==> src/rtl/leaf_stream_bridge.sv <==
// Multi-channel FIFO bridge between leaf_interface vld/ack ports and an HLS
// operator's ap_vld/ap_ack streams, with sticky start latch, flush and counters.

module leaf_stream_bridge_fifo #(
  parameter int unsigned WIDTH      = 32,
  parameter int unsigned ADDR_BITS  = 3,
  parameter int unsigned COUNT_BITS = 16
) (
  input  logic                  clk,
  input  logic                  reset,
  input  logic                  flush,
  input  logic                  rd_gate,
  input  logic                  wr_vld,
  input  logic [WIDTH-1:0]      wr_data,
  output logic                  wr_ack,
  output logic                  rd_vld,
  output logic [WIDTH-1:0]      rd_data,
  input  logic                  rd_ack,
  output logic [COUNT_BITS-1:0] xfer_count
);
  localparam int unsigned DEPTH = 1 << ADDR_BITS;

  logic [WIDTH-1:0]     mem [DEPTH];
  logic [ADDR_BITS:0]   wr_ptr, rd_ptr;
  logic                 clr, full, empty, do_wr, do_rd;

  assign clr   = reset | flush;
  assign empty = (wr_ptr == rd_ptr);
  assign full  = (wr_ptr[ADDR_BITS] != rd_ptr[ADDR_BITS]) &&
                 (wr_ptr[ADDR_BITS-1:0] == rd_ptr[ADDR_BITS-1:0]);

  // Handshake outputs depend only on pointer state and the clear inputs,
  // never on the peer's vld, so a full FIFO cannot write through on a pop.
  assign wr_ack  = ~full & ~clr;
  assign rd_vld  = ~empty & rd_gate & ~clr;
  assign rd_data = mem[rd_ptr[ADDR_BITS-1:0]];
  assign do_wr   = wr_vld & wr_ack;
  assign do_rd   = rd_vld & rd_ack;

  always_ff @(posedge clk) begin
    if (clr) begin
      wr_ptr     <= '0;
      rd_ptr     <= '0;
      xfer_count <= '0;
    end else begin
      if (do_wr) wr_ptr <= wr_ptr + (ADDR_BITS+1)'(1);
      if (do_rd) begin
        rd_ptr     <= rd_ptr + (ADDR_BITS+1)'(1);
        xfer_count <= xfer_count + COUNT_BITS'(1);
      end
    end
  end

  always_ff @(posedge clk) begin
    if (do_wr) mem[wr_ptr[ADDR_BITS-1:0]] <= wr_data;
  end
endmodule

module leaf_stream_bridge #(
  parameter int unsigned PAYLOAD_BITS    = 32,
  parameter int unsigned NUM_IN_PORTS    = 2,
  parameter int unsigned NUM_OUT_PORTS   = 2,
  parameter int unsigned FIFO_DEPTH_BITS = 3,
  parameter int unsigned COUNT_BITS      = 16
) (
  input  logic                                  clk,
  input  logic                                  reset,
  input  logic                                  ap_start,
  input  logic                                  flush,
  input  logic [NUM_IN_PORTS*PAYLOAD_BITS-1:0]  if_dout,
  input  logic [NUM_IN_PORTS-1:0]               if_vld,
  output logic [NUM_IN_PORTS-1:0]               if_ack,
  output logic [NUM_IN_PORTS*PAYLOAD_BITS-1:0]  user_din,
  output logic [NUM_IN_PORTS-1:0]               user_vld,
  input  logic [NUM_IN_PORTS-1:0]               user_ack,
  input  logic [NUM_OUT_PORTS*PAYLOAD_BITS-1:0] user_dout,
  input  logic [NUM_OUT_PORTS-1:0]              user_dout_vld,
  output logic [NUM_OUT_PORTS-1:0]              user_dout_ack,
  output logic [NUM_OUT_PORTS*PAYLOAD_BITS-1:0] if_din,
  output logic [NUM_OUT_PORTS-1:0]              if_din_vld,
  input  logic [NUM_OUT_PORTS-1:0]              if_din_ack,
  output logic                                  user_start,
  output logic [NUM_IN_PORTS*COUNT_BITS-1:0]    in_count,
  output logic [NUM_OUT_PORTS*COUNT_BITS-1:0]   out_count
);
  logic start_q;

  // Sticky: only reset clears the start latch, flush leaves it alone.
  always_ff @(posedge clk) begin
    if (reset)         start_q <= 1'b0;
    else if (ap_start) start_q <= 1'b1;
  end

  assign user_start = start_q;

  for (genvar i = 0; i < NUM_IN_PORTS; i++) begin : g_in
    leaf_stream_bridge_fifo #(
      .WIDTH      (PAYLOAD_BITS),
      .ADDR_BITS  (FIFO_DEPTH_BITS),
      .COUNT_BITS (COUNT_BITS)
    ) u_fifo (
      .clk        (clk),
      .reset      (reset),
      .flush      (flush),
      .rd_gate    (start_q),
      .wr_vld     (if_vld[i]),
      .wr_data    (if_dout[i*PAYLOAD_BITS +: PAYLOAD_BITS]),
      .wr_ack     (if_ack[i]),
      .rd_vld     (user_vld[i]),
      .rd_data    (user_din[i*PAYLOAD_BITS +: PAYLOAD_BITS]),
      .rd_ack     (user_ack[i]),
      .xfer_count (in_count[i*COUNT_BITS +: COUNT_BITS])
    );
  end

  for (genvar j = 0; j < NUM_OUT_PORTS; j++) begin : g_out
    leaf_stream_bridge_fifo #(
      .WIDTH      (PAYLOAD_BITS),
      .ADDR_BITS  (FIFO_DEPTH_BITS),
      .COUNT_BITS (COUNT_BITS)
    ) u_fifo (
      .clk        (clk),
      .reset      (reset),
      .flush      (flush),
      .rd_gate    (1'b1),
      .wr_vld     (user_dout_vld[j]),
      .wr_data    (user_dout[j*PAYLOAD_BITS +: PAYLOAD_BITS]),
      .wr_ack     (user_dout_ack[j]),
      .rd_vld     (if_din_vld[j]),
      .rd_data    (if_din[j*PAYLOAD_BITS +: PAYLOAD_BITS]),
      .rd_ack     (if_din_ack[j]),
      .xfer_count (out_count[j*COUNT_BITS +: COUNT_BITS])
    );
  end
endmodule
==> config.mk <==
export PLATFORM = sky130hd
export DESIGN_NAME = leaf_stream_bridge
export DESIGN_NICKNAME = d
export VERILOG_FILES = /design/src/rtl/leaf_stream_bridge.sv
export SDC_FILE = /design/constraint.sdc
export NUM_CORES = 1
export LEC_CHECK = 0
export CAP_MARGIN = 40
export CORE_UTILIZATION = 57
export CTS_CLUSTER_DIAMETER = 60
export DETAILED_ROUTE_END_ITERATION = 8
export DONT_BUFFER_PORTS = 1
export PLACE_DENSITY = 0.75
export REMOVE_ABC_BUFFERS = 1
export SLEW_MARGIN = 20
export SYNTH_ARGS = -nofsm -noshare
export SYNTH_HDL_FRONTEND = slang
export SYNTH_HIERARCHICAL = 1
export SYNTH_SLANG_ARGS = --single-unit
==> constraint.sdc <==
create_clock -name clk -period 4.3 [get_ports clk]
set_input_delay 0.86 -clock clk [delete_from_list [all_inputs] [get_ports clk]]
set_output_delay 0.86 -clock clk [all_outputs]
set_load 0.02 [all_outputs]
# [Yosys cells after proc, flatten, opt, wreduce, memory -nomap -nowiden]
# Memory sizes are Yosys's and may differ from the RTL's. A register that Yosys moved wholly into a read port is not among the register bits.
# Index checks and enable logic that the tools add are counted.
[word_totals] out_inout_bits=201 register_bits=97 word_cells=89 mem_bits_rw=1024 input_bits=140 memories=4
[op_classes] eq_ne=12 addsub=12 reduce_logical=4 bitwise=28 mux=16
[mem_list] memory="g_in[0].u_fifo.mem" depth=8 width=32 rd=1 rd_ports_with_merged_regs=1 wr=1 line="23" source="logic [WIDTH-1:0] mem [DEPTH];"
[mem_list] memory="g_in[1].u_fifo.mem" depth=8 width=32 rd=1 rd_ports_with_merged_regs=1 wr=1 line="23"
[mem_list] memory="g_out[0].u_fifo.mem" depth=8 width=32 rd=1 rd_ports_with_merged_regs=1 wr=1 line="23"
[mem_list] memory="g_out[1].u_fifo.mem" depth=8 width=32 rd=1 rd_ports_with_merged_regs=1 wr=1 line="23"
[op_table] operator="adder 16 x 1 -> 16 bit (second input constant)" count=4
[op_table] operator="adder 4 x 1 -> 4 bit (second input constant)" count=8
[op_table] operator="2-to-1 mux 3 bit" count=8
[op_table] operator="bitwise AND 1 bit" count=18
[op_table] operator="equality test 4 bit" count=4
[op_table] operator="equality test 3 bit" count=4
[op_table] operator="NOT 1 bit" count=9
[op_table] operator="2-to-1 mux 1 bit" count=8
[op_table] operator="logical AND 1 bit" count=4
[op_table] operator="!= test 1 bit" count=4
[op_table] operator="bitwise OR 1 bit" count=1

# [Logic depth before layout (Yosys ltp)]
# Gate-level depths: netlist (run 1).
[logic_depth] word_depth=7 ltp_mapped=7 depth_no_buf=5

# [Modules after synthesis]
# Netlist (run 1), hierarchy kept.
[by_module_without_submodules] module="leaf_stream_bridge_fifo at g_in[1].u_fifo ..." instances=3 cells_per_inst=536 area_each_um2=11063.1
[by_module_without_submodules] module="leaf_stream_bridge_fifo at g_in[0].u_fifo" instances=1 cells_per_inst=550 area_each_um2=11146.9
[by_module_without_submodules] module="leaf_stream_bridge" instances=1 cells_per_inst=3 area_each_um2=33.8

# [Least setup slack after synthesis (run 1)]
# No wires, ideal clock.
[synth_path] path_type="input to register" start="input port flush" end="memory g_in[0].u_fifo.mem[4][0], enable pin" arrival_ns=4.282 setup_time_ns=0.461 path_slack_ns=-0.443 stages=5 cell_sequence="or2_2 clkbuf_1 a41oi_1 nand3_1 nor3_1"
[synth_between] elab_chain_len=6
[synth_rtl] element="start: declaration" line="69" source="input logic flush,"
[synth_rtl] element="bitwise OR 1 bit" line="27" source="assign clr = reset | flush;"
[synth_rtl] element="NOT 1 bit" line="34" source="assign wr_ack = ~full & ~clr;"
[synth_rtl] element="bitwise AND 1 bit" line="34"
[synth_rtl] element="via if_ack[0]" line="72" source="output logic [NUM_IN_PORTS-1:0] if_ack,"
[synth_rtl] element="bitwise AND 1 bit" line="37" source="assign do_wr = wr_vld & wr_ack;"
[synth_rtl] element="2-to-1 mux 1 bit" line="55" source="if (do_wr) mem[wr_ptr[ADDR_BITS-1:0]] <= wr_data;"
[synth_rtl] element="2-to-1 mux 1 bit (implied by the code)" line="55"
[synth_rtl] element="end: declaration" line="23"
# The timed path passes the listed nets, and every way through them passes these cells.

==> results of run 1 <==
-- layout make-up --
| type | count | area share, % |
|---|---|---|
| Clock inverter | 70 | 1.76 |
| Sequential cell | 1133 | 66.1 |
| Timing Repair Buffer | 74 | 1.43 |
| Clock buffer | 132 | 5.75 |
| Tap cell | 1030 | 2.58 |
| Inverter | 11 | 0.0828 |
| Multi-Input combinational cell | 916 | 22.3 |
-- through the flow --
stage / util (%) / worst slack, ns / setup TNS, ns / cell area, um^2 / hold slack (ns)
detailed placement: 60.3 / 0.832 / 0 / 46100 / 0.506
CTS: 65.2 / 0.554 / 0 / 49900 / 0.218
finish: 65.2 / 0.656 / 0 / 49900 / 0.262
global route: 65.2 / 0.461 / 0 / 49900 / 0.227
floorplan: - / -0.574 / -170.83 / 43900 / 0.479
global placement: 60.2 / 0.920 / 0 / 46100 / 0.501
-- critical path, cell delays in order, from the launching register on --
cell and delay, ns:
sky130_fd_sc_hd__dfxtp_4 0.79, sky130_fd_sc_hd__buf_4 0.40, sky130_fd_sc_hd__mux4_2 0.55, sky130_fd_sc_hd__mux2_2 0.35
-- kinds of logic (layout without fill, tap and decap cells) --
family	count (synthesis)	in the layout	share of synthesized area (%)
flops	1133	1133	74.2
mux	416	416	17.0
simple gates	294	294	3.81
compound gates	150	150	2.37
buf+inv	119	287	1.27
xor+xnor	36	36	1.02
fa+ha+maj	12	12	0.338
other cells	1	8	0.00845
-- power breakdown --
| group | switching, uW | internal (uW) |
|---|---|---|
| combinational | 198 | 105 |
| sequential | 28.8 | 12100 |
| clock | 4040 | 5840 |
-- worst max-delay path by stage --
stage	start	to	slack, ns	depth (start not counted)
6_report	flop	if_din[4]	0.66	3
5_1_grt	flop	if_din[4]	0.46	3
4_1_cts	flop	if_din[4]	0.55	3
3_5_place_dp	flush	g_in[0].u_fifo/mem[2][0]	0.83	6
3_3_place_gp	flush	g_in[0].u_fifo/mem[2][1]	0.92	6
2_1_floorplan	flush	g_in[1].u_fifo/mem[0][0]	-0.57	4
-- synthesized netlist by cell type (all sizes together), types with 3 or more instances --
master	count	area (um^2)
mux2i	32	320
a41oi	4	35.0
o41ai	14	216
nand4bb	3	33.8
o21a	3	22.5
nor2	40	153
ha	12	150
mux2	128	1440
or4	28	210
or2	5	31.3
edfxtp	1024	30700
nand3b	7	52.6
o21ai	23	115
o311ai	6	52.6
o31ai	30	225
buf	50	298
or3	33	206
and2	7	43.8
xnor2	16	140
nand4	26	163
xor2	20	310
nor4	15	139
and3	7	43.8
mux4	256	5770
nand2	47	176
a21oi	62	310
nor3	12	60.1
o31a	3	26.3
and4	13	114
inv	11	41.3
clkbuf	58	223
nand2b	8	50.1
nand3	43	215
dfxtp	109	2180
-- flip-flops by register name, indices dropped and copies added, names as in the netlist, named ones only --
register,flops
g_in.u_fifo/rd_ptr,8
user_start,1
g_in.u_fifo/xfer_count,32
g_out.u_fifo/mem,512
g_out.u_fifo/rd_ptr,8
g_out.u_fifo/wr_ptr,8
g_in.u_fifo/mem,512
g_in.u_fifo/wr_ptr,8
g_out.u_fifo/xfer_count,32
-- layout by cell type, fill, tap and decap left out, drive strengths merged, types with 4 or more instances in the layout --
master	synthesis	layout
clkinv	0	42
nand2	47	47
inv	11	17
nor2	40	40
clkinvlp	0	4
nand3b	7	7
mux4	256	256
clkbuf	58	132
bufinv	0	18
mux2	128	128
buf	50	74
nor4	15	15
nand2b	8	8
a21oi	62	62
xnor2	16	16
dfxtp	109	109
or2	5	5
and4	13	13
conb	1	8
and2	7	7
edfxtp	1024	1024
nand4	26	26
o21ai	23	23
and3	7	7
or3	33	33
o31ai	30	30
or4	28	28
nor3	12	12
o41ai	14	14
nand3	43	43
ha	12	12
mux2i	32	32
o311ai	6	6
a41oi	4	4
xor2	20	20
-- layer usage --
layer / part of all wire [%] / track usage [%]
met1: 38 / 29.5
met5: 0 / 0
met3: 8.0 / 6.75
met2: 52 / 39.9
met4: 1.9 / 5.65
==> results.md, run 1 <==
- Status: finished, final reports clean
- Worst endpoint required time: 3.44 ns
- Port Buffer Count: 0
- Ratio of cells with drive above 1 in the final layout: 29.2%
- Worst slew margin relative to its limit: 45.6%
- DPL Wire Length: 55100 um
- Total clock buffers created by CTS: 108
- Post-Place Cells: 3164
- Kind of capture point of the worst setup path: primary output
- Total clock sinks: 1133
- Initial cell density of the core: 58.0%
- Proportion of synthesized flip-flops having asynchronous set or reset: 0%
- Worst hold path class: in2reg
- Worst vdd rail ir drop: 0.420 mV
- Final Instance Count excl. Fillers: 3366
- Routed vias: 21.3k
- CTS Root Buffer Type: sky130_fd_sc_hd__clkbuf_16
- Worst setup path class: reg2out
- Clock tree skew after final layout: 0.0360 ns
- Most used flip-flop cell after synthesis: sky130_fd_sc_hd__edfxtp_1
- Final worst path period share: 84.7%
- Number of endpoints with negative hold slack in the final report: 0
- Hold-critical path depth: 0
- Worst R2R Setup Slack: 1.40 ns
- Clk_lat worst skew: 0.69 ns
- Critical path fanouts, max: 33
- Gate count of the mapped netlist: 2161
- Number of nets in the layout: 2396
- Y dimension of the die: 281 um
- FF-to-FF path depth: 6
- Pin count of the biggest net entering global routing: 41
- Number of buffers on the longest clock path: 3
- Library cells used by synthesis: 51
- Sequential cell area: 33000 um^2
- Clock period minus final worst setup slack: 3.64 ns
- Count of boundary I/O pins: 341
- Iteration-0 DRC Markers: 1536
- PostCTS Resize Cnt: 0
- Reported leakage power: 0.0152 uW
- Area added between synthesis and finish: 12.4%
- Worst Hold Path EP: g_in[1].u_fifo/mem[5][1]
- Sort of element at the start of the critical path: flop
- Setup repair after global routing missed its margin: false
- Number of inserted diodes: 0
- TritonCTS clock tree: yes
- Post-route DRC: 0
- Max-slew violation total from the final report: 0
- Number of warnings issued by yosys: 6
- Highest attainable clock frequency: 0.274 GHz
- Number of maximum-capacitance constraint violations: 0
- Global router's overall resource usage: 23.4%
- Data arrival, critical path: 2.78 ns
- Total wirelength of the detailed-routed design: 92100 um
- Average routed wire per standard cell: 27.3 um
- Core area: 76500 um^2
- Area of the die: 79000 um^2
- Sequential element share of the synthesized area: 74.2%
- Number of global-route vias before repair: 21.9k
- #FFs+latches synth: 1133
- Number of fill cells: 4840
- Deepest level of the CTS H-tree: 3
- Residual overflow from global routing: 0
- Die Span X: 281 um
- Antenna Violating Nets Remaining: 0
- Reg-to-Reg Start: g_in[0].u_fifo/wr_ptr[0]
- Global placement routability congestion: 0.815
- Total power of the final layout: 22300 uW
- Final setup viols: 0
- Synth Cell Area: 44400 um^2
- Count of hold buffers inserted by post-cts repair: 0
- Post-CTS setup repair buffer count: 0
- Power density over the cells: 447 nW/um^2
- Mapped Avg Cell Area: 20.5 um^2
- Measured slew at the worst slew-check pin: 0.815 ns
- Router iterations before antenna repair: 6
- Drt via density: 6.32
- Hold Startpoint: if_dout[33]
- CTS clock-pin slew for the worst setup and hold paths: 0.07 ns
- Number of antenna violations at the first check in global routing: 0
- Critical register-to-register path endpoint: g_in[0].u_fifo/mem[2][1]
- Wire length of the first global-routing pass: 137000 um
- Number of standard-cell rows in the floorplan: 101
- Total area of multi-input combinational cells: 11100 um^2
- Count of flip-flops with a built-in enable after synthesis: 1024
(Power assumes the default switching activity.)
==> run 2, diff against run 1 <==
CORE_UTILIZATION = 63   (was 57)
PLACE_DENSITY = 0.79   (was 0.75)
clock period = 3.51 ns   (was 4.3 ns; I/O delays follow)
==> run 2 against run 1 <==
Against the previous run: combinational power rose by 27%; critical path depth did not move; via count rose by 2.6%; flip-flop and latch count did not move; global-route usage rose by 4.7 points; power rose by 19%; critical path type unchanged; sequential share of layout area rose by 0.46 points; count of clock-buffer cells in the layout rose by 5; wire length rose by 8.4%; first-iteration DRC count rose by 34%; design area fell by 0.69%.
==> results.md, run 2 (synthesis results as in run 1) <==
- Ratio of cells with drive above 1 in the final layout: 29.0% (was 29.2%)
- Hold Startpoint: if_dout[63] (was if_dout[33])
- Worst slew margin relative to its limit: 53.5% (was 45.6%)
- Initial cell density of the core: 64.1% (was 58.0%)
- Total wirelength of the detailed-routed design: 99700 um (was 92100 um)
- Worst setup path class: reg2out (unchanged)
- Worst R2R Setup Slack: 0.84 ns (was 1.40 ns)
- Final setup viols: 0 (unchanged)
- Iteration-0 DRC Markers: 2056 (was 1536)
- Post-place setup slack: 0.695 ns (was 0.832 ns)
- Number of buffers on the longest clock path: 3 (unchanged)
- Kind of cell adding the most delay to the critical path: multiplexers (unchanged)
- Number of fill cells: 3824 (was 4840)
- Port Buffer Count: 0 (unchanged)
- Clock period minus final worst setup slack: 3.28 ns
- Setup repair after global routing missed its margin: false (unchanged)
- Core area: 69200 um^2 (was 76500 um^2)
- Cells traversed along the worst timing path: buf_12 -> mux4_2 -> mux2_2 (was buf_4 -> mux4_2 -> mux2_2)
- Antenna Violating Nets Remaining: 0 (unchanged)
- Top library cells by usage in the layout, fill and taps aside: sky130_fd_sc_hd__edfxtp_1 (1024), sky130_fd_sc_hd__mux4_2 (256), sky130_fd_sc_hd__mux2_2 (128) (unchanged)
- Number of global-route vias before repair: 23.0k (was 21.9k)
- FF-to-FF path depth: 5 (was 6)
- Number of endpoints with negative hold slack in the final report: 0 (unchanged)
- Number of antenna violations at the first check in global routing: 1 (was 0)
- Setup_tns: 0 ns (unchanged)
- Number of standard-cell rows in the floorplan: 96 (was 101)
- Drt via density: 6.68 (was 6.32)
- Reported leakage power: 0.0151 uW (was 0.0152 uW)
- Critical register-to-register path endpoint: g_out[0].u_fifo/mem[1][14] (was g_in[0].u_fifo/mem[2][1])
- Critical Path Stages: 3 (unchanged)
- Worst hold margin: 0.118 ns (was 0.262 ns)
- Sort of element at the start of the critical path: flop (unchanged)
- Most frequent standard cell in the layout excluding fill and tap cells: sky130_fd_sc_hd__edfxtp_1 (unchanged)
- Total clock buffers created by CTS: 109 (was 108)
- Clock tree skew after final layout: 0.0431 ns (was 0.0360 ns)
- Timing endpoint of the critical path: user_din[44] (was if_din[4])
- Global router's overall resource usage: 28.1% (was 23.4%)
- Kind of capture point of the worst setup path: primary output (unchanged)
- Average routed wire per standard cell: 30.5 um (was 27.3 um)
- Pin count of the biggest net entering global routing: 65 (was 41)
- Highest attainable clock frequency: 0.305 GHz
- Data arrival, critical path: 2.58 ns (was 2.78 ns)
- Number of maximum-capacitance constraint violations: 0 (unchanged)
- Total area of multi-input combinational cells: 11100 um^2 (about the same)
- Wire length of the first global-routing pass: 145000 um (was 137000 um)
- Deepest level of the CTS H-tree: 3 (unchanged)
- Global placement routability congestion: 0.800 (was 0.815)
- TritonCTS clock tree: yes (unchanged)
- Critical path fanouts, max: 34 (was 33)
- CTS clock-pin slew for the worst setup and hold paths: 0.07 ns (about the same)
- Area of the die: 71500 um^2 (was 79000 um^2)
- Routed vias: 21.8k (was 21.3k)
- Clk_lat worst skew: 0.67 ns (was 0.69 ns)
- Worst path buffer plus inverter count: 1 (unchanged)
- Measured slew at the worst slew-check pin: 0.695 ns (was 0.815 ns)
- Max-slew violation total from the final report: 0 (unchanged)
- Number of nets in the layout: 2399 (was 2396)
- Sequential cell area: 33000 um^2 (unchanged)
- Y dimension of the die: 267 um (was 281 um)
- Worst vdd rail ir drop: 0.479 mV (was 0.420 mV)
- Post-route DRC: 0 (unchanged)
- Status: finished, final reports clean (unchanged)
- DPL Wire Length: 53800 um (was 55100 um)
- Cell with the largest stage delay on the worst path: sky130_fd_sc_hd__dfxtp_4 (unchanged)
- Count of boundary I/O pins: 341 (unchanged)
- Router iterations before antenna repair: 5 (was 6)
- CTS Root Buffer Type: sky130_fd_sc_hd__clkbuf_16 (unchanged)
- Residual overflow from global routing: 0 (unchanged)
- Power density over the cells: 537 nW/um^2 (was 447 nW/um^2)
- Largest stage delay on the critical path: 0.62 ns (was 0.79 ns)
- Total clock sinks: 1133 (unchanged)
- Reg-to-Reg Start: g_out[0].u_fifo/wr_ptr[0] (was g_in[0].u_fifo/wr_ptr[0])
- Worst endpoint required time: 2.81 ns (was 3.44 ns)
- Worst hold path class: in2reg (unchanged)
- Area added between synthesis and finish: 11.6% (was 12.4%)
- Die Span X: 267 um (was 281 um)
- Final worst path period share: 93.4%
- Post-layout worst setup margin: 0.230 ns (was 0.656 ns)
-- run 2: cell types whose count changed in the layout (fill, tap and decap cells not counted), sizes merged --
cell,previous run,this run
bufinv,18,7
clkbuf,132,137
inv,17,15
clkinv,42,44
clkinvlp,4,10
buf,74,76
diode,0,1
-- run 2: timing repair --
item	CTS	global route
hold buffers	0	0
setup endpoints to repair	0	4
resized for setup	0	0
setup buffers	0	1
-- run 2: layer usage --
layer	wire, um	vias to the layer above	global-route usage (%)
li1	-	9180	-
met1	34700	11400	33.6
met2	52300	1040	48.4
met3	9260	199	7.88
met4	3500	0	10.8
met5	0	-	0
-- run 2: final cells by class --
class                   count  share of cell area, %
inverters                  11                 0.0834
clock buffers             137                   5.92
repair buffers             76                   1.58
multi-input cells         916                   22.4
diodes                      1                0.00505
well taps                 931                   2.35
flip-flops and latches   1133                   66.5
clock inverters            65                   1.08
-- run 2: report_power, final --
part	switching [uW]	leakage, uW	internal (uW)	total (uW)
clock	4960	0.00167	6430	11400
combinational	253	0.00328	131	384
sequential	35.2	0.0101	14800	14800
-- run 2: stage by stage --
| stage | area (um^2) | util [%] | total power [uW] | instances |
|---|---|---|---|---|
| after floorplan | 43900 | - | 15300 | 2060 |
| after detailed placement | 46000 | 66.5 | 15500 | 3066 |
| after CTS | 49500 | 71.5 | 26700 | 3268 |
| after global placement | 46000 | 66.5 | 15400 | 3064 |
| after global routing | 49500 | 71.6 | 27200 | 3269 |
| final | 49500 | 71.6 | 26600 | 3270 |
-- run 2: worst min path at each step --
stage	end	slack, ns	depth (start not counted)
after floorplan	g_in[0].u_fifo/rd_ptr[3]	0.48	2
after global placement	g_in[0].u_fifo/rd_ptr[3]	0.50	2
after detailed placement	g_in[0].u_fifo/rd_ptr[3]	0.51	2
after CTS	g_in[1].u_fifo/mem[4][31]	0.09	0
after global routing	g_in[0].u_fifo/mem[5][16]	0.1	0
final	g_in[1].u_fifo/mem[4][31]	0.12	0
